[config.mk]
export PLATFORM = sky130hd
export DESIGN_NAME = keypad_scanner
export DESIGN_NICKNAME = d
export VERILOG_FILES = /design/src/rtl/keypad_pkg.sv /design/src/rtl/keypad_sync.sv /design/src/rtl/keypad_scanner.sv
export SDC_FILE = /design/constraint.sdc
export NUM_CORES = 1
export LEC_CHECK = 0
export CAP_MARGIN = 20
export CORE_ASPECT_RATIO = 1.5
export CORE_UTILIZATION = 39
export CTS_CLUSTER_SIZE = 14
export DETAILED_ROUTE_END_ITERATION = 12
export GPL_ROUTABILITY_DRIVEN = 0
export PLACE_DENSITY_LB_ADDON = 0.3
export SYNTH_ARGS = -nofsm -noshare
export SYNTH_HDL_FRONTEND = slang
export SYNTH_SLANG_ARGS = --single-unit
[constraint.sdc]
create_clock -name clk -period 2.75 [get_ports clk]
set_input_delay 0.825 -clock clk [delete_from_list [all_inputs] [get_ports clk]]
set_output_delay 0.825 -clock clk [all_outputs]
set_load 0.02 [all_outputs]
[src/rtl/keypad_pkg.sv]
// keypad_pkg: shared keypad geometry, scanner state encoding and column-priority helper.
package keypad_pkg;
   localparam int NUM_ROWS = 4;
   localparam int NUM_COLS = 3;
   localparam logic [NUM_ROWS-1:0] ROWS_IDLE = 4'b1111;
   typedef enum logic [1:0] {IDLE, SCAN, DEBOUNCE, DONE} state_t;
   // Lowest-index active-low column wins; caller guarantees at least one bit is 0.
   function automatic logic [1:0] lowest_zero(input logic [NUM_COLS-1:0] c);
      return !c[0] ? 2'd0 : !c[1] ? 2'd1 : 2'd2;
   endfunction
endpackage

[src/rtl/keypad_sync.sv]
// keypad_sync: W-bit two-flop synchronizer, async reset to all-ones (idle level of active-low lines).
module keypad_sync #(
   parameter int W = 1
) (
   input  logic         clk,
   input  logic         reset,
   input  logic [W-1:0] d,
   output logic [W-1:0] q
);
   logic [W-1:0] meta;
   always_ff @(posedge clk or posedge reset)
      if (reset) {q, meta} <= '1;
      else {q, meta} <= {meta, d};
endmodule

[src/rtl/keypad_scanner.sv]
// keypad_scanner: 4x3 active-low matrix keypad scanner reporting the first pressed key.
// Define KEYPAD_DEBOUNCE_EN to require DEBOUNCE_CYCLES stable samples before committing.
module keypad_scanner
   import keypad_pkg::*;
#(
   parameter int SETTLE_CYCLES   = 4,
   parameter int DEBOUNCE_CYCLES = 16
) (
   input  logic                clk,
   input  logic                reset,
   input  logic                start,
   input  logic [NUM_COLS-1:0] cols,
   output logic [NUM_ROWS-1:0] rows,
   output logic [31:0]         foundRow,
   output logic [31:0]         foundCol,
   output logic                dataReady
);
   // One counter serves both settle dwell and debounce run length.
   localparam int CW = $clog2((SETTLE_CYCLES > DEBOUNCE_CYCLES ? SETTLE_CYCLES : DEBOUNCE_CYCLES) + 1);
   state_t state, state_n;
   logic [1:0] row, row_n, frow, fcol;
   logic [CW-1:0] cnt, cnt_n;
   logic [NUM_COLS-1:0] scols, hit_cols;
   logic [NUM_ROWS-1:0] rows_n;
   logic sample, commit;
`ifdef KEYPAD_DEBOUNCE_EN
   logic [NUM_COLS-1:0] pat, pat_n;
   assign hit_cols = pat;
`else
   assign hit_cols = scols;
`endif

   keypad_sync #(.W(NUM_COLS)) u_sync (.clk(clk), .reset(reset), .d(cols), .q(scols));

   assign sample   = state == SCAN && cnt == CW'(SETTLE_CYCLES - 1);
   assign foundRow = {30'd0, frow};
   assign foundCol = {30'd0, fcol};

   always_ff @(posedge clk or posedge reset)
      if (reset) begin
         state <= IDLE;
         row   <= '0;
         cnt   <= '0;
         rows  <= ROWS_IDLE;
         frow  <= '0;
         fcol  <= '0;
`ifdef KEYPAD_DEBOUNCE_EN
         pat   <= '1;
`endif
      end else begin
         state <= state_n;
         row   <= row_n;
         cnt   <= cnt_n;
         rows  <= rows_n;
`ifdef KEYPAD_DEBOUNCE_EN
         pat   <= pat_n;
`endif
         if (commit) begin
            frow <= row;
            fcol <= lowest_zero(hit_cols);
         end
      end

   always_comb begin
      state_n = state;
      row_n   = row;
      cnt_n   = cnt + CW'(1);
      commit  = 1'b0;
`ifdef KEYPAD_DEBOUNCE_EN
      pat_n   = pat;
`endif
      if (!start) state_n = IDLE;
      else
         case (state)
            IDLE: begin
               state_n = SCAN;
               row_n   = '0;
               cnt_n   = '0;
            end
            SCAN:
               if (sample) begin
                  cnt_n = '0;
                  if (scols == '1) row_n = row + 2'd1;
`ifdef KEYPAD_DEBOUNCE_EN
                  else begin
                     state_n = DEBOUNCE;
                     pat_n   = scols;
                  end
`else
                  else begin
                     state_n = DONE;
                     commit  = 1'b1;
                  end
`endif
               end
`ifdef KEYPAD_DEBOUNCE_EN
            DEBOUNCE:
               if (scols != pat) begin
                  state_n = SCAN;
                  row_n   = row + 2'd1;
                  cnt_n   = '0;
               end else if (cnt == CW'(DEBOUNCE_CYCLES - 1)) begin
                  state_n = DONE;
                  commit  = 1'b1;
               end
`endif
            default: ;
         endcase
   end

   always_comb begin
      rows_n    = (state_n == SCAN || state_n == DEBOUNCE) ? ~(NUM_ROWS'(1) << row_n) : ROWS_IDLE;
      dataReady = state == DONE;
   end
endmodule

Word-level counts from Yosys, hierarchy flattened
Index checks and enable logic that the tools add are counted.
W data, S select, Z words.
Word-level totals
  register bits after elaboration: 23
  latch bits: 0
  RAM bits: 0
  memory bits (read-only): 0
  input bits: 6
  output and inout port bits: 69
  logic and storage cells: 39
  memories kept: 0
Cells by class
  $add $sub $neg: 2
  multiply operators: 0
  divide/modulo/power cells: 0
  order comparisons: 0
  equal/unequal tests: 6
  shift operators: 1
  multiplexer cells: 18
  bitwise operators: 1
  reduce and logical (&&, ||, !) cells: 3
Operators with widths (count)
  $mux W2: 8
  $mux W5: 2
  $pmux W5 S2: 1
  $pmux W2 S2: 2
  $add A5 B1 Y5 const B: 1
  $eq A5 B2 Y1 const B: 1
  $eq A2 B1 Y1 const B: 2
  $eq A2 B2 Y1 const B: 2
  $mux W1: 4
  $mux W4: 1
  $not A4 Y4: 1
  $shl A1 B2 Y4 const A: 1
  $eq A3 B3 Y1 const B: 1
  $add A2 B1 Y2 const B: 1
  $logic_not A2 Y1: 1
  $logic_and A1 B1 Y1: 1
  $logic_or A1 B1 Y1: 1

Logic depth before layout (Yosys ltp)
Gate-level depths: netlist of the first run.
  depth after elaboration: 8
  gate-level depth with buffers: 6
  gate-level depth less buffers: 5

Modules after synthesis
From an unflattened synthesis of the first run, not the netlist that was laid out.
Unflattened totals
  cell total of the unflattened synthesis: 140
  area, all modules: 1425.1 um^2
Modules (own cells, without submodules)
  keypad_scanner: instances 1, cells an instance 133, area an instance 1263.7 um^2, seq. area each 430.4 um^2
  keypad_sync: instances 1, cells an instance 7, area an instance 161.4 um^2, seq. area each 157.7 um^2

Worst setup path before layout of the first run
Ideal clock, no wire load.
  path type: input-to-reg
  from: input start
  to: register frow[0]
  setup time: 0.125 ns
  arrival: 1.871 ns
  data required time: 2.625 ns
  slack: 0.754 ns
  stages on the path: 4
  path buffers: 1
  cell sequence: nand2b_1 or4b_1 buf_2 mux2_4
On the way
  cells in the longest elaborated chain, start to end: 1
Ends and longest elaborated chain
  start: declaration: RTL line keypad_scanner.sv:11  | input logic start,
  $mux W1: RTL line keypad_scanner.sv:72  | if (!start) state_n = IDLE;
  end signal: assignment: RTL line keypad_scanner.sv:59  | frow <= row;
  end: declaration: RTL line keypad_scanner.sv:21  | logic [1:0] row, row_n, frow, fcol;
Every way passes these cells.
A chain may end at the register's enable or synchronous reset.

Worst setup path after layout of the first run
  from: register state[1]
  to: output dataReady
On the way
  cells in the longest elaborated chain, start to end: 1
Ends and longest elaborated chain
  start: declaration: RTL line keypad_scanner.sv:20  | state_t state, state_n;
  start signal: assignment: RTL line keypad_scanner.sv:51  | state <= state_n;
  $eq A2 B2 Y1: RTL line keypad_scanner.sv:113  | dataReady = state == DONE;
  end: declaration: RTL line keypad_scanner.sv:16  | output logic dataReady
Every way passes these cells.

==> results of run 1 <==
-- path summary, 6_finish.rpt --
kind	start	to	slack (ns)	cells past startpoint
worst max register to register	cnt[0]$_DFF_PP0_	frow[1]$_DFFE_PP0P_	0.65	4
min in group asynchronous	reset	cnt[1]$_DFF_PP0_	0.98	2
max in group asynchronous	reset	rows[3]$_DFF_PP1_	1.14	3
worst min-delay path	u_sync.meta[1]$_DFF_PP1_	u_sync.q[1]$_DFF_PP1_	0.36	0
worst min register to register	u_sync.meta[1]$_DFF_PP1_	u_sync.q[1]$_DFF_PP1_	0.36	0
worst max-delay path	state[1]$_DFF_PP0_	dataReady	0.42	2
-- per-layer routing --
layer	vias to the layer above	wire, um	global-route usage [%]
met5	-	0	0
met4	0	15	7.41
met3	2	123	1.82
met2	50	1100	20.6
met1	378	665	10.5
li1	364	-	-
-- logic make-up after synthesis --
logic type | Yosys count | synth area share [%]
multiplexers | 3 | 2.87
flip-flops | 23 | 42.2
adder cells (fa/ha/maj) | 1 | 0.897
AND/OR/NAND/NOR | 35 | 14.1
buffers and inverters | 64 | 33.5
XOR/XNOR | 3 | 1.88
AO/OA/AOI/OAI | 9 | 4.40
other | 1 | 0.269
-- cells in the final DEF (no fill, tap or decap), types with 3 or more instances in the layout --
cell	synthesis	routed
clkbuf_8	0	3
nand2b_1	4	4
nand3_1	3	3
nor2_1	8	8
dfstp_2	10	10
clkdlybuf4s50_1	0	14
buf_4	60	4
dfrtp_1	13	13
conb_1	1	60
nand2_1	10	10
-- per-stage QoR --
stage | setup slack [ns] | hold slack (ns) | total power, mW | cells | cell area (um^2)
floorplan | 0.754 | 0.345 | 0.816 | 198 | 1620
global placement | 0.260 | 0.346 | 0.855 | 196 | 1380
global route | 0.343 | 0.366 | 1.14 | 200 | 1430
detailed placement | 0.229 | 0.348 | 0.869 | 196 | 1380
finish | 0.425 | 0.360 | 1.07 | 200 | 1430
CTS | 0.413 | 0.360 | 1.07 | 200 | 1430
-- registers in the layout (all words and copies together), names as in the netlist --
register     count
fcol             2
u_sync.meta      3
cnt              5
rows             4
row              2
frow             2
u_sync.q         3
state            2
-- final cells by class --
cell class,count,area (um^2)
Clock inverter,1,5.00
Tap cell,42,52.6
Timing Repair Buffer,18,170
Sequential cell,23,588
Fill cell,356,1990
Clock buffer,3,41.3
Multi-Input combinational cell,111,562
Inverter,2,7.51
-- power breakdown --
part	total (mW)	switching [mW]	internal, mW
Clock	0.203	0.102	0.101
Sequential	0.498	0.0748	0.423
Combinational	0.365	0.213	0.151
Total	1.07	0.391	0.675
-- worst register-to-register path: stages, from the launching register on --
cell	delay (ns)
dfrtp_1	0.38
ha_1	0.22
nor4b_4	0.40
or4b_1	0.64
mux2_4	0.35
==> run_results.csv, run 1 <==
group,metric,value,unit
yosys,synth_common_cells,"60 x buf_4, 13 x dfrtp_1, 10 x dfstp_2, 10 x nand2_1, 8 x nor2_1",
yosys,syn_area_per_cell,10.0,um^2
setup_path,crit_path_cell_trace,"and2_1, clkdlybuf4s50_1",
clocking,clk_latency,0.26,ns
power_and_ir_drop,leakagePower,0.716,nW
yosys,synth-seq-area-share,42.2,%
die,dieHeight,75.3,um
yosys,yosys.cell_count.top_type,"buf_4",
die,dieArea,3830,um^2
layout,antennaDiodeCount,0,
drt,postRouteAntennaNets,0,
yosys,synth_flop_cell,"dfrtp_1",
clocking,numCtsBuffers,3,
drt,vias,794,
drt,first_iter_violations,10,
setup_path,cp.arrival,1.50,ns
yosys,synth_top_area_share,32.3,%
global_route,antenna_found_initial,0,
global_route,overflow,0,
clocking,ctsResizeCount,0,
clocking,clk_pin_slew,0.08,ns
drt,drc,0,
clocking,post-cts-setup-buffers,0,
yosys,syn-instance-count,139,
global_route,grt_pass1_wl,3.02,mm
power_and_ir_drop,p_per_area,747,nW/um^2
global_route,grt_pass1_vias,701,
setup_path,cp.required,1.93,ns
layout,syn2layout_area_growth,2.24,%
clocking,hold_buffers,0,
clocking,cts_tree,"done",
sta,tns,0,ns
die,core_area,3420,um^2
setup_path,startpoint_type,"flop",
sta,slew_viol_final,0,
drt,vias_per_cell,3.97,
setup_path,cp_max_fo,8,
clocking,cts.htree.levels,1,
die,fp.dieW,50.8,um
placed_design,dp_hpwl,1.50,mm
clocking,cts_sinks,23,
power_and_ir_drop,ir_drop,0.000295,V
layout,nets,166,
clocking,cts_buffer_depth,2,
layout,final_util,41.8,%
setup_path,slowest_delay,0.60,ns
sta,finalHoldViolCount,0,
sta,post-route-min-period,2.33,ns
yosys,syn-cell-area,1400,um^2
setup_path,cp_slowest_cell,"clkdlybuf4s50_1",
sta,setup_viol,0,
sta,skew,0.00570,ns
yosys,yosysWarnings,0,
setup_path,path_buf_inv,1,
sta,slew_headroom,52.9,%
die,start_util,40.8,%
die,io_pins,75,
yosys,synth_edf_count,0,
yosys,yosys.area.top_type,"buf_4",
clocking,cts-root-buf,"clkbuf_8",
drt,firstDrtPassIters,4,
flow_run,drv_cap,0,
setup_path,critPathCaptureType,"primary output",
sta,fin_crit_sh,84.6,%
sta,worst_pin_slew,0.706,ns
run_status,status,"finished clean",
yosys,ys_ff_latch,23,
sta,rsz0062_at_grt,"no",
global_route,track_usage,10.8,%
setup_path,cp_top_family,"buffers and inverters",
layout,drive_above_1_share,13.3,%
setup_path,critPathKind,"flop to primary output",
global_route,grt_start_max_net_pins,20,
die,core.rowCount,26,
placed_design,port_buffers,14,
yosys,synthTopCellsByArea,"buf_4 32%, dfrtp_1 23%, dfstp_2 19%",
yosys,synthArstFlopShare,100,%
drt,routedWlPerCell,9.53,um
drt,wirelength,1.91,mm
min_path,hold_class,"flop to flop",
sta,max_freq,430,MHz
yosys,synth_cell_types,32,
Note: power is estimated with default switching activity, not from simulation.
==> run 2: changes to the inputs <==
- CORE_UTILIZATION: 39 -> 35
- clock period: 2.75 -> 1.9 ns (I/O delays scaled with it)
==> run 2 against run 1 <==
  * First-iteration DRC count shrank 30%
  * Largest cell class unchanged
  * Critical path depth grew 2
  * Sequential share of layout area shrank 0.36 points
  * Die area grew 11%
  * Total power grew 45%
  * Combinational power grew 47%
  * Clock-buffer cell count grew 1
  * Worst setup slack lost 0.40 ns
  * Utilization shrank 3.4 points
==> run_results.csv, run 2 (synthesis gave the netlist of run 1 again) <==
group,metric,value,unit
global_route,grt_pass1_vias,630,
clocking,numCtsBuffers,3,
setup_path,cp_top_family,"simple AND/OR/NAND/NOR gates",
global_route,grt_start_max_net_pins,24,
run_status,status,"finished clean",
sta,holdWs,0.357,ns
layout,syn2layout_area_growth,3.14,%
die,dieArea,4250,um^2
setup_path,slowest_delay,0.55,ns
layout,antennaDiodeCount,0,
clocking,clk_latency,0.26,ns
clocking,cts-root-buf,"clkbuf_8",
die,dieHeight,79.3,um
setup_path,reg2reg_from,"cnt[0]$_DFF_PP0_",
global_route,grt_pass1_wl,2.77,mm
placed_design,dpl-instance-area,1400,um^2
setup_path,r2r_end,"frow[0]$_DFFE_PP0P_",
clocking,cts.htree.levels,1,
layout,nets,168,
setup_path,r2r_slack,0.09,ns
drt,first_iter_violations,7,
layout,final_cell_count_no_fill,203,
die,core.rowCount,27,
sta,finalHoldViolCount,0,
setup_path,crit_path_start,"start",
drt,postRouteAntennaNets,0,
clocking,cts_buffer_depth,2,
setup_path,rr_worst_depth,4,
placed_design,port_buffers,14,
layout,layout_commonest_cell,"conb_1",
min_path,hold_class,"flop to flop",
drt,vias,809,
setup_path,critPathKind,"input port to flop",
clocking,cts_tree,"done",
setup_path,cp_max_fo,3,
die,fp.dieW,53.6,um
min_path,hold_start,"u_sync.meta[1]$_DFF_PP1_",
layout,largest_reg_flops,5,
die,start_util,37.2,%
die,core_area,3750,um^2
power_and_ir_drop,leakagePower,0.725,nW
setup_path,cp.arrival,2.02,ns
setup_path,crit_cells,4,
global_route,overflow,0,
global_route,track_usage,9.25,%
sta,tns,0,ns
setup_path,cp_slowest_cell,"or4b_4",
clocking,clk_pin_slew,0.08,ns
drt,wirelength,1.90,mm
layout,final_util,38.4,%
layout,reg_top3,"cnt: 5 flops, rows: 4 flops",
layout,final_cell_area,1440,um^2
layout,layout_common_cells,"60 x conb_1, 13 x dfrtp_1, 10 x nand2_1, 10 x dfstp_2, 9 x clkdlybuf4s50_1",
drt,firstDrtPassIters,4,
power_and_ir_drop,p_per_area,1080,nW/um^2
setup_path,startpoint_type,"input port",
sta,max_freq,534,MHz
sta,post-route-min-period,1.87,ns
die,io_pins,75,
setup_path,critPathCaptureType,"flop",
placed_design,placedCellCount,199,
setup_path,path_buf_inv,1,
flow_run,drv_cap,0,
placed_design,dp_hpwl,1.43,mm
layout,drive_above_1_share,14.4,%
min_path,min_path_cells,0,
sta,skew,0.00165,ns
sta,fin_crit_sh,98.6,%
drt,routedWlPerCell,9.33,um
sta,setup_viol,0,
global_route,antenna_found_initial,0,
sta,slew_viol_final,0,
layout,n_fill_cell,394,
drt,drc,0,
drt,vias_per_cell,3.99,
min_path,hold_end,"u_sync.q[1]$_DFF_PP1_",
power_and_ir_drop,ir_drop,0.000533,V
clocking,hold_buffers,0,
clocking,post-cts-setup-buffers,0,
setup_path,crit_path_cell_trace,"clkdlybuf4s50_1, nand2b_1, or4b_4, mux2_4",
clocking,cts_sinks,23,
setup_path,cp.required,2.05,ns
layout,regMostFlops,"cnt",
sta,rsz0062_at_grt,"no",
## run 2: changes by cell type in the layout (fill, tap and decap cells not counted), sizes merged
| cell | previous run | this run |
|---|---|---|
| clkbuf | 3 | 4 |
| clkinv | 1 | 0 |
| buf | 4 | 6 |
| clkdlybuf4s50 | 14 | 9 |
| dlygate4sd2 | 0 | 5 |
## run 2: worst reg2reg max path, cell delays in order (launching register included)
cell     delay (ns)
dfrtp_1        0.38
ha_1           0.22
nor4b_4        0.26
or4b_4         0.53
mux2_4         0.31
## run 2: power breakdown
part	internal, mW	switching (mW)	total [mW]
clock network	0.149	0.146	0.296
registers	0.612	0.104	0.717
logic	0.224	0.312	0.536
total	0.985	0.563	1.55
## run 2: through the flow
stage	power, mW	setup WS, ns
3_5_place_dp	1.27	-0.281
3_3_place_gp	1.25	-0.245
4_1_cts	1.56	0.0549
5_1_grt	1.65	0.00466
2_1_floorplan	1.18	0.00792
6_report	1.55	0.0273
## run 2: routing by layer
layer | routed length (um) | GRT usage (%) | share of wire, %
met1 | 698 | 9.92 | 37
met2 | 1020 | 15.5 | 54
met3 | 130 | 1.72 | 6.9
met4 | 47 | 6.58 | 2.5
met5 | 0 | 0 | 0
## run 2: layout make-up
cell class,instances,area (um^2),area share [%]
Sequential cell,23,588,40.9
Multi-Input combinational cell,111,566,39.3
Timing Repair Buffer,20,179,12.4
Tap cell,43,53.8,3.74
Clock buffer,4,45.0,3.13
Inverter,2,7.51,0.522
## run 2: worst max path at each step
stage                          endpoint  slack (ns)
floorplan           frow[0]$_DFFE_PP0P_       0.008
global placement    frow[0]$_DFFE_PP0P_       -0.24
detailed placement  frow[1]$_DFFE_PP0P_       -0.28
CTS                 frow[0]$_DFFE_PP0P_        0.05
global route        fcol[0]$_DFFE_PP0P_       0.005
finish              frow[0]$_DFFE_PP0P_        0.03
## run 2: timing repair
| item | CTS | global route |
|---|---|---|
| hold endpoints to repair | 0 | 0 |
| gates resized for setup | 6 | 0 |
| setup endpoints to repair | 7 | 0 |
==> run 3: changes to the inputs <==
- MAX_ROUTING_LAYER: unset -> met4
==> run 3 against run 2 <==
  * Sequential cell count stayed put
  * Sequential power hardly changed
  * Largest power group unchanged
  * Total power is essentially flat
  * Clock power about the same
  * Combinational power is essentially flat
  * Worst hold slack is essentially flat
  * Critical path depth is the same
  * Clock-buffer cell count did not move
  * Utilization did not move
  * Via count is 0.25% lower
==> run_results.csv, run 3 (synthesis gave the netlist of run 1 again) <==
group,metric,value,unit
setup_path,critPathCaptureType,"flop",
clocking,cts-root-buf,"clkbuf_8",
drt,firstDrtPassIters,4,
setup_path,cp.required,2.05,ns
flow_run,drv_cap,0,
drt,top_layer_used,"met4",
setup_path,cp.arrival,2.02,ns
power_and_ir_drop,leakagePower,0.725,nW
die,core_area,3750,um^2
global_route,antenna_found_initial,0,
layout,largest_reg_flops,5,
drt,drc,0,
layout,nets,168,
placed_design,port_buffers,14,
die,dieHeight,79.3,um
clocking,numCtsBuffers,3,
drt,wirelength,1.88,mm
sta,fin_crit_sh,98.7,%
die,fp.dieW,53.6,um
drt,first_iter_violations,7,
layout,layout_commonest_cell,"conb_1",
die,core.rowCount,27,
layout,n_fill_cell,394,
die,start_util,37.2,%
drt,met3WireLength,139,um
power_and_ir_drop,p_per_area,1080,nW/um^2
clocking,clk_latency,0.26,ns
sta,finalHoldViolCount,0,
drt,vias,807,
min_path,hold_start,"u_sync.meta[1]$_DFF_PP1_",
layout,reg_top3,"cnt: 5 flops, rows: 4 flops",
layout,register_area,588,um^2
layout,final_util,38.4,%
global_route,overflow,0,
layout,antennaDiodeCount,0,
placed_design,dp_hpwl,1.43,mm
min_path,min_path_cells,0,
setup_path,r2r_end,"frow[0]$_DFFE_PP0P_",
sta,rsz0062_at_grt,"no",
layout,drive_above_1_share,14.4,%
setup_path,crit_path_start,"start",
layout,regMostFlops,"cnt",
setup_path,r2r_slack,0.09,ns
layout,syn2layout_area_growth,3.14,%
layout,multi_input_area,566,um^2
drt,dr_wl_met2,1.02,mm
setup_path,cp_max_fo,3,
power_and_ir_drop,ir_drop,0.000533,V
clocking,ctsResizeCount,6,
clocking,hold_buffers,0,
sta,max_freq,533,MHz
sta,setup_viol,0,
die,io_pins,75,
setup_path,reg2reg_from,"cnt[0]$_DFF_PP0_",
clocking,cts.htree.levels,1,
global_route,grt_pass1_vias,631,
setup_path,critPathKind,"input port to flop",
min_path,hold_class,"flop to flop",
placed_design,placedCellCount,199,
global_route,grt_pass1_wl,2.77,mm
setup_path,rr_worst_depth,4,
die,dieArea,4250,um^2
clocking,cts_buffer_depth,2,
clocking,cts_tree,"done",
min_path,hold_end,"u_sync.q[1]$_DFF_PP1_",
layout,layout_common_cells,"60 x conb_1, 13 x dfrtp_1, 10 x nand2_1, 10 x dfstp_2, 9 x clkdlybuf4s50_1",
setup_path,startpoint_type,"input port",
clocking,cts_sinks,23,
sta,slew_viol_final,0,
drt,wl_met1,676,um
global_route,track_usage,9.49,%
drt,vias_per_cell,3.98,
drt,postRouteAntennaNets,0,
global_route,grt_start_max_net_pins,24,
layout,final_cell_count_no_fill,203,
run_status,status,"finished clean",
sta,post-route-min-period,1.87,ns
sta,skew,0.00248,ns
clocking,clk_pin_slew,0.07,ns
drt,routedWlPerCell,9.27,um
clocking,post-cts-setup-buffers,0,
run 3: cell counts in the layout (fill, tap and decap cells not counted):
No cell type changed its count.
run 3: stage by stage:
| step | total power, mW | TNS [ns] | area (um^2) | worst slack [ns] | hold WS, ns |
|---|---|---|---|---|---|
| after floorplan | 1.18 | 0 | 1620 | 0.00792 | 0.345 |
| after global placement | 1.25 | -1.07 | 1400 | -0.245 | 0.345 |
| after detailed placement | 1.27 | -1.27 | 1400 | -0.281 | 0.347 |
| after CTS | 1.56 | 0 | 1440 | 0.0549 | 0.359 |
| after global routing | 1.65 | 0 | 1440 | 0.00466 | 0.366 |
| final | 1.55 | 0 | 1440 | 0.0253 | 0.357 |
run 3: worst max path at each step:
stage                                to  slack [ns]  depth (start not counted)
floorplan           frow[0]$_DFFE_PP0P_       0.008                          5
global placement    frow[0]$_DFFE_PP0P_       -0.24                          4
detailed placement  frow[1]$_DFFE_PP0P_       -0.28                          4
CTS                 frow[0]$_DFFE_PP0P_        0.05                          4
global route        fcol[0]$_DFFE_PP0P_       0.005                          6
finish              frow[0]$_DFFE_PP0P_        0.03                          4
run 3: routing by layer:
layer / track usage (%) / up-vias
li1: - / 371
met1: 9.92 / 375
met2: 15.5 / 57
met3: 1.72 / 4
met4: 6.58 / 0
met5: - / -
run 3: area by class of cell:
type                    instances  area share, %
multi-input cells             111           39.3
well taps                      43           3.74
clock buffers                   4           3.13
inverters                       2          0.522
repair buffers                 20           12.4
flip-flops and latches         23           40.9
run 3: worst max-delay path, stage by stage:
cell	delay, ns
clkdlybuf4s50_1	0.50
nand2b_1	0.09
or4b_4	0.55
mux2_4	0.31
run 3: power breakdown:
group          switching [mW]  leakage [nW]  total (mW)  internal, mW
sequential              0.104         0.277       0.717         0.612
clock                   0.146        0.0228       0.296         0.149
combinational           0.312         0.425       0.536         0.224
total                   0.563         0.725        1.55         0.986
